`src/rtl/core_mem_pkg.sv`:
```
// core_mem_pkg: shared encodings for the memory stage
// Holds op/size/state encodings, COP field positions and the cacheable base default.
package core_mem_pkg;
    typedef enum logic [1:0] {OP_NONE = 2'b00, OP_LOAD = 2'b01, OP_STORE = 2'b10, OP_RSVD = 2'b11} op_e;
    typedef enum logic [1:0] {SZ_B = 2'b00, SZ_H = 2'b01, SZ_W = 2'b10, SZ_D = 2'b11} size_e;
    typedef enum logic [1:0] {S_IDLE, S_REQ, S_WAIT, S_DONE} state_e;
    localparam int COP_CACHE = 2;
    localparam int COP_OP_LSB = 0;
    localparam logic [31:0] CACHE_BASE_DEF = 32'h0000_1000;
endpackage

```
`src/rtl/core_mem_ld_align.sv`:
```
// core_mem_ld_align: extracts the addressed load lane and zero/sign-extends it
// Ports: data_i raw L1D word, off_i byte offset, size_i access size, sext_i sign-extend,
//        data_o aligned and extended result.
module core_mem_ld_align #(
    parameter int XLEN = 32,
    parameter int LB = $clog2(XLEN / 8)
) (
    input  logic [XLEN-1:0] data_i,
    input  logic [LB-1:0]   off_i,
    input  logic [1:0]      size_i,
    input  logic            sext_i,
    output logic [XLEN-1:0] data_o
);
    logic [XLEN-1:0] sh, msk;
    assign sh = data_i >> {off_i, 3'b000};
    // a full-width access overflows the shift to zero, so the mask wraps to all ones
    assign msk = (XLEN'(1) << (7'd8 << size_i)) - XLEN'(1);
    // msk & ~(msk >> 1) isolates the sign bit of the accessed field
    assign data_o = (sh & msk) | ((sext_i && |(sh & msk & ~(msk >> 1))) ? ~msk : '0);
endmodule

```
`src/rtl/core_mem_stage.sv`:
```
// core_mem_stage: pipeline memory stage bridging EX to the L1D and writeback
// Ports: ex_* instruction from EX (ex_rdy handshake, ex_kill flush), l1d_req_* registered
//        request held until l1d_req_ack, l1d_rsp_* one-cycle load response, wb_* registered
//        writeback, mem2haz_stall while a request or response is outstanding.
// CORE_MEM_MISALIGN_EN: adds excp_misalign and completes misaligned accesses without the L1D.
module core_mem_stage
    import core_mem_pkg::*;
#(
    parameter int XLEN = 32,
    parameter logic [XLEN-1:0] CACHE_BASE = XLEN'(CACHE_BASE_DEF)
) (
    input  logic              clk,
    input  logic              rst,
    input  logic              ex_val,
    output logic              ex_rdy,
    input  logic              ex_kill,
    input  logic [1:0]        ex_op,
    input  logic [1:0]        ex_size,
    input  logic              ex_sext,
    input  logic [XLEN-1:0]   ex_addr,
    input  logic [XLEN-1:0]   ex_wdata,
    input  logic [4:0]        ex_rd,
    input  logic              ex_we,
    output logic              l1d_req_val,
    input  logic              l1d_req_ack,
    output logic [XLEN-1:0]   l1d_req_addr,
    output logic [XLEN-1:0]   l1d_req_wdata,
    output logic [2:0]        l1d_req_cop,
    output logic [2:0]        l1d_req_size,
    output logic [XLEN/8-1:0] l1d_req_be,
    input  logic              l1d_rsp_val,
    input  logic [XLEN-1:0]   l1d_rsp_data,
    output logic              wb_val,
    output logic              wb_we,
    output logic [4:0]        wb_rd,
    output logic [XLEN-1:0]   wb_data,
`ifdef CORE_MEM_MISALIGN_EN
    output logic              excp_misalign,
`endif
    output logic              mem2haz_stall
);
    localparam int NB = XLEN / 8;
    localparam int LB = $clog2(NB);
    state_e state_q;
    logic [XLEN-1:0] addr_q, wdata_q, wb_data_q, wdata_d, ld_data;
    logic [2:0] cop_q;
    logic [1:0] size_q;
    logic [NB-1:0] be_q, be_d;
    logic [4:0] rd_q, wb_rd_q;
    logic sext_q, we_q, drop_q, wb_val_q, wb_we_q, accept, is_mem, ld_q;
    assign ex_rdy = state_q == S_IDLE;
    assign accept = ex_val && ex_rdy && !ex_kill;
    assign is_mem = ex_op == OP_LOAD || ex_op == OP_STORE;
    assign ld_q = cop_q[COP_OP_LSB +: 2] == OP_LOAD;
    assign mem2haz_stall = state_q == S_REQ || state_q == S_WAIT;
    assign l1d_req_val = state_q == S_REQ;
    assign l1d_req_addr = addr_q;
    assign l1d_req_wdata = wdata_q;
    assign l1d_req_cop = cop_q;
    assign l1d_req_size = {1'b0, size_q};
    assign l1d_req_be = be_q;
    assign wb_val = wb_val_q;
    assign wb_we = wb_we_q;
    assign wb_rd = wb_rd_q;
    assign wb_data = wb_data_q;
    // replicate the LSB-aligned store data into every lane of its size
    assign wdata_d = ex_size == SZ_B ? {NB{ex_wdata[7:0]}} :
                     ex_size == SZ_H ? {(NB/2){ex_wdata[15:0]}} :
                     ex_size == SZ_W ? {(XLEN/32){ex_wdata[31:0]}} : ex_wdata;
    assign be_d = NB'((NB'(1) << (4'd1 << ex_size)) - NB'(1)) << ex_addr[LB-1:0];
`ifdef CORE_MEM_MISALIGN_EN
    logic excp_q, misal;
    logic [LB-1:0] amask;
    assign amask = LB'((4'd1 << ex_size) - 4'd1);
    assign misal = |(ex_addr[LB-1:0] & amask);
    assign excp_misalign = excp_q;
`endif
    core_mem_ld_align #(.XLEN(XLEN), .LB(LB)) u_align (
        .data_i (l1d_rsp_data),
        .off_i  (addr_q[LB-1:0]),
        .size_i (size_q),
        .sext_i (sext_q),
        .data_o (ld_data)
    );
    always_ff @(posedge clk) begin
        if (rst) begin
            state_q <= S_IDLE;
            addr_q <= '0;
            wdata_q <= '0;
            cop_q <= '0;
            size_q <= '0;
            be_q <= '0;
            sext_q <= 1'b0;
            we_q <= 1'b0;
            rd_q <= '0;
            drop_q <= 1'b0;
            wb_val_q <= 1'b0;
            wb_we_q <= 1'b0;
            wb_rd_q <= '0;
            wb_data_q <= '0;
`ifdef CORE_MEM_MISALIGN_EN
            excp_q <= 1'b0;
`endif
        end else begin
            wb_val_q <= 1'b0;
`ifdef CORE_MEM_MISALIGN_EN
            excp_q <= 1'b0;
`endif
            case (state_q)
                S_IDLE: if (accept) begin
                    rd_q <= ex_rd;
                    we_q <= ex_we;
                    if (!is_mem) begin
                        wb_val_q <= 1'b1;
                        wb_we_q <= ex_we;
                        wb_rd_q <= ex_rd;
                        wb_data_q <= ex_addr;
`ifdef CORE_MEM_MISALIGN_EN
                    end else if (misal) begin
                        state_q <= S_DONE;
                        wb_val_q <= 1'b1;
                        wb_we_q <= 1'b0;
                        wb_rd_q <= ex_rd;
                        excp_q <= 1'b1;
`endif
                    end else begin
                        state_q <= S_REQ;
                        addr_q <= ex_addr;
                        wdata_q <= wdata_d;
                        cop_q[COP_CACHE] <= ex_addr >= CACHE_BASE;
                        cop_q[COP_OP_LSB +: 2] <= ex_op;
                        size_q <= ex_size;
                        be_q <= be_d;
                        sext_q <= ex_sext;
                        drop_q <= 1'b0;
                    end
                end
                // once acked the L1D owns the access; a kill only suppresses its writeback
                S_REQ: if (l1d_req_ack) begin
                    state_q <= ld_q ? S_WAIT : ex_kill ? S_IDLE : S_DONE;
                    drop_q <= ex_kill;
                    wb_val_q <= !ld_q && !ex_kill;
                    wb_we_q <= 1'b0;
                    wb_rd_q <= rd_q;
                end else if (ex_kill) begin
                    state_q <= S_IDLE;
                end
                // a killed load still waits for its response so it cannot land on a later load
                S_WAIT: if (l1d_rsp_val) begin
                    state_q <= (drop_q || ex_kill) ? S_IDLE : S_DONE;
                    wb_val_q <= !(drop_q || ex_kill);
                    wb_we_q <= we_q;
                    wb_rd_q <= rd_q;
                    wb_data_q <= ld_data;
                end else if (ex_kill) begin
                    drop_q <= 1'b1;
                end
                default: state_q <= S_IDLE;
            endcase
        end
    end
endmodule

```
`config.mk`:
```
export PLATFORM = sky130hd
export DESIGN_NAME = core_mem_stage
export DESIGN_NICKNAME = d
export VERILOG_FILES = /design/src/rtl/core_mem_pkg.sv /design/src/rtl/core_mem_ld_align.sv /design/src/rtl/core_mem_stage.sv
export SDC_FILE = /design/constraint.sdc
export NUM_CORES = 1
export LEC_CHECK = 0
export ABC_AREA = 1
export ABC_CLOCK_PERIOD_IN_PS = 1600
export BUFFER_PORTS_ARGS = -buffer_cell sky130_fd_sc_hd__buf_2
export CAP_MARGIN = 10
export CELL_PAD_IN_SITES_DETAIL_PLACEMENT = 0
export CELL_PAD_IN_SITES_GLOBAL_PLACEMENT = 1
export CORE_ASPECT_RATIO = 0.8
export CORE_MARGIN = 10
export CORE_UTILIZATION = 30
export CTS_CLUSTER_SIZE = 16
export DETAILED_ROUTE_END_ITERATION = 8
export PLACE_DENSITY = 0.74
export SLEW_MARGIN = 20
export SYNTH_ARGS = -nofsm -noshare
export SYNTH_HDL_FRONTEND = slang
export SYNTH_SLANG_ARGS = --single-unit
```
`constraint.sdc`:
```
create_clock -name clk -period 1.6 [get_ports clk]
set_clock_uncertainty 0.05 [all_clocks]
set_input_delay 0.08 -clock clk [delete_from_list [all_inputs] [get_ports clk]]
set_output_delay 0.08 -clock clk [all_outputs]
set_load 0.02 [all_outputs]
```
==> results of run 1 <==
-- cell type report --
cell class	instances	area, um2
clock buffer	22	474
fill	1856	9150
sequential	122	2450
multi-input combinational	587	3170
timing repair buffer	388	2930
inverter	71	285
clock inverter	10	140
tap	258	323
-- cells by family (layout without fill, tap and decap cells) --
| group | after synthesis | in the layout | synth area share |
|---|---|---|---|
| compound gates | 274 | 274 | 0.256 |
| fa+ha+maj | 5 | 5 | 0.0109 |
| buf+inv | 127 | 491 | 0.0915 |
| flops | 122 | 122 | 0.424 |
| other cells | 1 | 1 | 0.000651 |
| simple gates | 307 | 307 | 0.217 |
-- critical path: cells and delay by family --
kind / cells / cell delay (ns)
AOI/OAI and AO/OA: 1 / 0.15
buffers and inverters: 8 / 1.38
and+or+nand+nor: 4 / 0.34
-- cell usage in the layout (no fill, tap or decap), types with 4 or more instances in the layout --
cell           count
clkinvlp_4         4
nand3_1           25
o211ai_1           7
inv_1             58
o21ai_0           80
clkbuf_16         25
o21ai_1           28
nor2_1            71
o21ai_2           18
or2_2              4
inv_4              4
nor2_4             6
nand2_1          177
a21oi_2           17
buf_6             12
a31oi_1           16
buf_12            11
a41oi_1            5
inv_2              5
dfxtp_1          118
buf_2            228
buf_4             50
a21oi_1           86
nor2_2             6
dlygate4sd3_1     74
o21ai_4            4
-- cell usage after synthesis, types with 2 or more instances --
cell type / instances / area [um2]
nand2_1: 179 / 672
o21ai_0: 125 / 626
dfxtp_1: 122 / 2440
a21oi_1: 103 / 515
nor2_1: 80 / 300
inv_1: 66 / 248
clkbuf_1: 34 / 128
nand3_1: 29 / 145
a31oi_1: 16 / 100
buf_2: 15 / 75.1
a41oi_1: 8 / 70.1
o211ai_1: 7 / 52.6
ha_1: 5 / 62.6
nor3_1: 5 / 25.0
o21ai_1: 5 / 25.0
a211oi_1: 4 / 30.0
or2_2: 4 / 25.0
buf_4: 3 / 22.5
clkinv_1: 3 / 11.3
nand4_1: 3 / 18.8
inv_2: 2 / 7.51
nor2_2: 2 / 12.5
nor4_1: 2 / 12.5
o211a_1: 2 / 20.0
-- state kept, by name, summed over array words and instances (netlist names) --
name	count
l1d_req_wdata	32
l1d_req_be	4
wb_data	32
state_q	2
we_q	1
l1d_req_cop	3
wb_val	1
wb_rd	5
rd_q	5
size_q	2
sext_q	1
l1d_req_addr	32
drop_q	1
wb_we	1
-- metal layers --
layer / track usage / vias up
met4: 0.0610 / 0
li1: - / 3498
met1: 0.266 / 3238
met2: 0.266 / 258
met3: 0.0561 / 21
met5: 0 / -
-- worst paths after layout --
check,startpoint,endpoint,slack (ns),cells past startpoint
setup reg to reg,state_q[1],state_q[0],-0.07,9
hold / removal,ex_kill,drop_q,0.02,5
hold reg to reg,wb_rd[0],wb_rd[0],0.39,2
setup / recovery,ex_op[1],size_q[1],-0.11,13
-- power groups by stage --
stage | Clock, uW | Sequential (uW) | Combinational, uW
floorplan | 0 | 4620 | 2520
global placement | 0 | 4000 | 5000
detailed placement | 0 | 3980 | 5040
CTS | 4120 | 3940 | 5710
global route | 4280 | 4040 | 7000
finish | 4070 | 3980 | 6480
-- per-stage QoR --
| step | setup TNS (ns) | instance area [um2] | util |
|---|---|---|---|
| after global placement | -0.0327 | 7590 | 0.401 |
| after detailed placement | -0.781 | 7590 | 0.401 |
| final | -3.81 | 9770 | 0.516 |
| after global routing | -9.54 | 9770 | 0.516 |
| after floorplan | -2.11 | 5830 | - |
| after CTS | -0.459 | 9080 | 0.480 |
-- timing repair --
item	CTS	global route
pin swaps	2	20
gates resized for setup	24	130
hold buffers	74	0
cloned	3	9
buffers inserted	1	11
setup endpoints to repair	41	106
hold endpoints to repair	84	0
==> results.md, run 1 <==
Die:
- The floorplan step set the die width to 175 um.
- In this run the vertical extent of the chip is 144 um.
- The total I/O pin count is 229.
- The initial utilization of the core area, before any placement, comes to 0.304.
- The number of rows created at floorplan is 45.
- The die area is 25200 um2.
- In this run the standard cell core region covers 18900 um2.

Routing:
- The remaining design rule violation count is 0.
- After detailed routing, the wire length on met1 is 12600 um.
- The first detailed-routing pass ran for 5 iterations.
- The number of antenna-violating nets in the routed design is 0.
- For this block, the initial DRC count from the detailed router was 598.
- Wire segments on met2 add up to 11100 um in the final route.
- The highest routed metal layer is met4.
- The routed design uses 1690 um of met3 wire.
- The final layout contains routed wiring with a total length of 25800 um.
- The average detailed-routed wire length per instance is 17.7 um.
- The number of vias after detailed routing is 7015.
- Using the TritonRoute via totals, the vias-per-cell ratio works out to 4.81.

Power:
- The ratio of total power to cell area is 1490 nW/um2.
- The maximum vdd ir drop is 0.648 mV.
- Power comes to 14500 uW.
- Of the total power, registers draw 0.274.
- The net switching power is 5580 uW.
- The switching power as a share of total power is 0.384.
- The cell-internal power is 8950 uW.
- The share of total power dissipated in combinational logic is 0.446.
- For this design the static power due to leakage is 0.00469 uW.
- The share of power burned in the clock network is 0.280.

Setup path:
- The worst setup path is captured at a flop.
- The type of the setup path with the least slack is input port to flop.
- Data on the critical path is required at its endpoint by 1.86 ns.
- The largest fanout on the critical path is 5.
- The cell that appears most often on the critical path is buf_4.
- The largest incremental delay on the critical path is 0.53 ns.
- Traced cell by cell, the critical path runs through dlygate4sd3_1, buf_2, inv_2, nor2_1, nor2_1, buf_4, nor2_4, buf_12, inv_4, nor2_4, buf_4, buf_4, o21a_1.
- The largest individual stage delay along the critical path comes from the cell dlygate4sd3_1.
- The data arrival time of the critical path is 1.97 ns.
- The startpoint type of the worst setup path is an input port.

CTS:
- The maximum level of the CTS H-tree is 4.
- In this run the clock root is driven by a clkbuf_16.
- The clock insertion delay at the later pin of the skew report is 0.41 ns.
- TritonCTS built the clock tree.
- Buffers inserted during clock tree synthesis total 17.
- The post-CTS clock slew at the launch and capture registers of the worst setup and hold paths is 0.06 ns.
- The longest clock path from root to sink contains 2 buffers.
- The number of clock sinks is 122.

Global route:
- For this run the aggregate overflow at the end of global routing stands at 0.
- The first-pass GRT wire length is 37800 um.
- The pin count of the biggest net entering global routing is 63.
- The number of antenna violations at the first check in global routing is 0.
- The via count of the first global-routing pass is 6647.
- In the global route stage, overall resource usage came out at 0.189.

Yosys:
- The number of instances in the synthesized netlist is 836.
- After synthesis, the share of flip-flops with an asynchronous set or reset is 0.
- The cell area that synthesis handed to floorplanning was 5760 um2.
- Synthesis instantiated 36 different standard cells from the library.
- The post-synthesis net count is 954.
- The main flop type after synthesis is dfxtp_1.
- The number of flops mapped to enable cells by yosys is 0.
- The Yosys step of the flow raised 0 warnings.
- Counting flops and latches in the post-synthesis netlist gives 122.
- The sequential element share of the synthesized area is 0.424.
- The average cell area after synthesis is 6.89 um2.

Layout:
- Of the cells placed in the final design, the portion with a size suffix greater than 1 is 0.363.
- The post-synthesis to final-layout area growth is 69.6%.
- The count of cells in the finished layout, fillers not included, comes to 1458.
- The number of antenna diodes in the final layout is 0.
- After the last flow step, the layout net total stands at 1305.

Placement:
- Once detailed placement completed, the half-perimeter wirelength came to 17900 um.
- Routability-driven placement finished with a final weighted congestion of 0.905.
- Input and output buffers added on the ports amount to 227.
- The placed instance count is 1328.
- OpenSTA, run right after detailed placement, puts the worst setup slack at -0.0560 ns.

STA:
- Headroom to the max-slew limit came out at 0.671.
- Counting I/O delays and the setup requirement, the final critical path takes 1.71 ns.
- The number of max-slew violations in the final report was 0.
- Once routing completed, OpenROAD measured the worst setup slack at -0.110 ns.
- Setup repair after global routing could not meet its margin everywhere.
- Dividing the final minimum period by the clock period gives 1.07.
- The final hold violation count is 0.
- At the pin with the least slew margin, the transition time is 0.489 ns.
- Setup violations remaining at the end of the flow were counted as 81.
- Timing would allow up to 0.585 GHz.
- The worst hold-check slack is 0.0242 ns.

Flow run:
- Across the run, the number of max-cap violations was 0.

Run status:
- The checks that failed: negative setup slack.
- The flow ran to the end, but the final reports show violations.

Hold path:
- The worst hold path belongs to the class input port to flop.
Power figures use the tool's default switching activity.
==> run 2: changes to the inputs <==
--- a/config.mk
+++ b/config.mk
@@ -17,6 +17,7 @@
 export CTS_CLUSTER_SIZE = 16
 export DETAILED_ROUTE_END_ITERATION = 8
 export PLACE_DENSITY = 0.74
+export RECOVER_POWER = 50
 export SLEW_MARGIN = 20
 export SYNTH_ARGS = -nofsm -noshare
 export SYNTH_HDL_FRONTEND = slang
==> results.md, run 2 (same netlist as run 1, synthesis figures left out) <==
STA:
- Setup repair after global routing missed its margin: true (unchanged).
- The post-route setup TNS is -2.75 ns (was -3.81 ns).
- The time the worst path needs with I/O delays and setup is 1.69 ns (was 1.71 ns).
- The total setup violations reported at the end of the flow was 70 (was 81).
- The maximum clock frequency is 0.592 GHz (was 0.585 GHz).
- The worst-margin pin slew is 0.502 ns (was 0.489 ns).
- The number of max-slew violations in the final report is 0 (unchanged).
- The worst-case setup margin in the final layout was -0.0897 ns (was -0.110 ns).
- The final hold violation count came to 0 (unchanged).
- The worst hold-check slack is 0.0304 ns (was 0.0242 ns).
- The relative slew slack is 0.662 (was 0.671).
- The fraction of the cycle the final worst path needs is 1.06 (was 1.07).

Routing:
- The remaining design rule violation count came to 0 (unchanged).
- The via-per-instance ratio is 4.78 (was 4.81).
- The number of antenna-violating nets in the routed design is 0 (unchanged).
- The number of vias after detailed routing is 6967 (was 7015).
- The first-iteration detailed-routing DRC count is 563 (was 598).
- The number of optimization iterations in the first detailed-route pass is 5 (unchanged).
- The average detailed-routed wire length per instance came to 17.6 um (was 17.7 um).
- The aggregate routed wire length is 25700 um (was 25800 um).

CTS:
- The root buffer cell is clkbuf_16 (unchanged).
- The clock buffer count from CTS is 17 (unchanged).
- The maximum level of the CTS H-tree is 4 (unchanged).
- The clock insertion delay at the later pin of the skew report is 0.41 ns (about the same).
- The CTS tree was done (unchanged).
- The number of clock sinks is 122 (unchanged).
- The worst-case clock buffer depth is 2 (unchanged).
- The post-CTS clock slew at the launch and capture registers of the worst setup and hold paths is 0.06 ns (about the same).

Die:
- The x dimension of the die is 175 um (unchanged).
- The initial core utilization is 0.304 (unchanged).
- The die area was 25200 um2 (unchanged).
- The vertical die dimension is 144 um (unchanged).
- The placeable core region was 18900 um2 (unchanged).
- The total I/O pin count came to 229 (unchanged).
- The number of rows created at floorplan came to 45 (unchanged).

Setup path:
- The register-to-register path setup slack was -0.07 ns (about the same).
- The depth of the most critical reg-to-reg path is 9 (unchanged).
- Worst path cell trace: dlygate4sd3_1, buf_2, inv_2, nor2_1, nor2_1, buf_4, nor2_4, buf_12, clkbuf_16, clkbuf_16, o21ai_0, nor2_1 (was dlygate4sd3_1, buf_2, inv_2, nor2_1, nor2_1, buf_4, nor2_4, buf_12, inv_4, nor2_4, buf_4, buf_4, o21a_1).
- The largest incremental delay on the critical path is 0.53 ns (about the same).
- The required time at the endpoint of the critical path was 1.85 ns (was 1.86 ns).
- The cell type of the slowest stage on the worst timing path is dlygate4sd3_1 (unchanged).
- The startpoint type of the worst setup path is an input port (unchanged).
- The data arrival time of the critical path was 1.94 ns (was 1.97 ns).
- The endpoint of the most critical register-to-register path is wb_data[30] (was state_q[0]).
- The sum of buffers and inverters on the critical path is 7 (was 8).
- The dominant cell type by count on the critical path is nor2_1 (was buf_4).
- The kind of end point of the critical path is a flop (unchanged).
- The source of the worst register-to-register timing path is state_q[1] (unchanged).
- The largest fanout on the critical path came to 6 (was 5).
- The type of the setup path with the least slack is input port to flop (unchanged).
- The family with the most delay on the worst path was buffers and inverters (unchanged).

Hold path:
- The number of stages on the worst hold path is 5 (unchanged).
- The worst hold path startpoint is ex_kill (unchanged).
- The end point of the most critical hold path is drop_q (unchanged).
- The class of the tightest hold or removal check is input port to flop (unchanged).

Layout:
- The most frequent standard cell in the layout excluding fill and tap cells was nand2_1 (was buf_2).
- The post-synthesis to final-layout area growth is 68.0% (was 69.6%).
- The count of filler cells inserted in the layout was 1887 (was 1856).
- The final standard cell utilization of the core came to 0.512 (was 0.516).
- The number of nets in the layout is 1305 (unchanged).
- The number of cells in the finished layout apart from fillers is 1458 (unchanged).
- The fraction of final layout cells with drive strength greater than 1 is 0.304 (was 0.363).
- Most frequent cells in the layout: 177 x nand2_1, 157 x buf_2, 118 x dfxtp_1 (was 228 x buf_2, 177 x nand2_1, 118 x dfxtp_1).
- The diode insertion count for antenna repair is 0 (unchanged).
- The area of all placed cells without fillers was 9680 um2 (was 9770 um2).

Placement:
- The final weighted congestion of routability-driven global placement was 0.905 (unchanged).
- The placed instance count is 1328 (unchanged).
- The count of input and output buffers is 227 (unchanged).
- The cell area reported after detailed placement came to 7590 um2 (unchanged).
- The detailed placer's ending HPWL is 17900 um (unchanged).

Global route:
- The overall global routing resource usage was 0.189 (unchanged).
- The first-pass GRT wire length came to 37800 um (unchanged).
- The remaining global-route overflow is 0 (unchanged).
- The number of antenna violations at the first check in global routing is 0 (unchanged).
- The via count of the first global-routing pass is 6647 (unchanged).
- The pin count of the biggest net entering global routing came to 63 (unchanged).

Power:
- The ratio of total power to cell area was 1490 nW/um2 (about the same).
- The leakage power figure is 0.00440 uW (was 0.00469 uW).
- The maximum vdd ir drop is 0.647 mV (was 0.648 mV).

Run status:
- Failing checks: negative setup slack (unchanged).
- Status: finished, violations left (unchanged).

Flow run:
- The number of max-cap violations is 0 (unchanged).
[run 2: cell count changes in the layout (fill, tap and decap cells not counted)]
cell | previous run | this run
buf_2 | 228 | 157
clkbuf_1 | 2 | 73
[run 2: report_power, final]
group	leakage (uW)	switching, uW	internal [uW]
logic	0.00311	3740	2630
registers	0.000999	348	3640
clock network	0.000293	1480	2580
[run 2: worst max path at each step]
stage                     slack [ns]                end       start  depth (start not counted)
after floorplan                -0.07         wb_data[2]  state_q[0]                         10
after global placement         -0.01           wb_rd[1]  state_q[0]                          9
after detailed placement       -0.06  l1d_req_wdata[23]  state_q[1]                          9
after CTS                      -0.04         state_q[0]  state_q[1]                          8
after global routing           -0.16        wb_data[30]  state_q[1]                          9
final                          -0.09   l1d_req_addr[30]    ex_op[1]                         12
[run 2: metal layers]
| layer | global-route usage | share of wire | wire length (um) |
|---|---|---|---|
| met4 | 0.0610 | 0.016 | 400 |
| met3 | 0.0561 | 0.067 | 1710 |
| met5 | 0 | 0 | 0 |
| met1 | 0.266 | 0.48 | 12500 |
| met2 | 0.266 | 0.43 | 11200 |
[run 2: timing repair]
item                                   CTS  global route
gates resized for setup                 24           130
hold buffers                            74             0
pin swaps                                2            20
setup buffers                            1            11
endpoints found under the hold margin   84             0
setup endpoints to repair               41           106
gates cloned                             3             9
[run 2: final cells by class]
| type | count | area (um2) | area share |
|---|---|---|---|
| Clock buffer | 22 | 474 | 0.0490 |
| Clock inverter | 10 | 140 | 0.0145 |
| Sequential cell | 122 | 2450 | 0.253 |
| Tap cell | 258 | 323 | 0.0334 |
| Timing Repair Buffer | 388 | 2840 | 0.293 |
| Inverter | 71 | 285 | 0.0295 |
| Multi-Input combinational cell | 587 | 3170 | 0.327 |
[run 2: metrics by stage]
stage / total power, uW / setup slack, ns
final: 14400 / -0.0897
after global routing: 15200 / -0.162
after CTS: 13800 / -0.0387
after detailed placement: 9030 / -0.0560
after global placement: 8990 / -0.0103
after floorplan: 7140 / -0.0719
[run 2: worst register-to-register path: stages, from the launching register on]
cell	delay [ns]
dfxtp_4	0.36
inv_4	0.06
ha_4	0.15
nand3_4	0.11
a21oi_4	0.23
o211ai_4	0.12
clkinv_4	0.15
buf_12	0.14
buf_16	0.13
a21oi_1	0.06
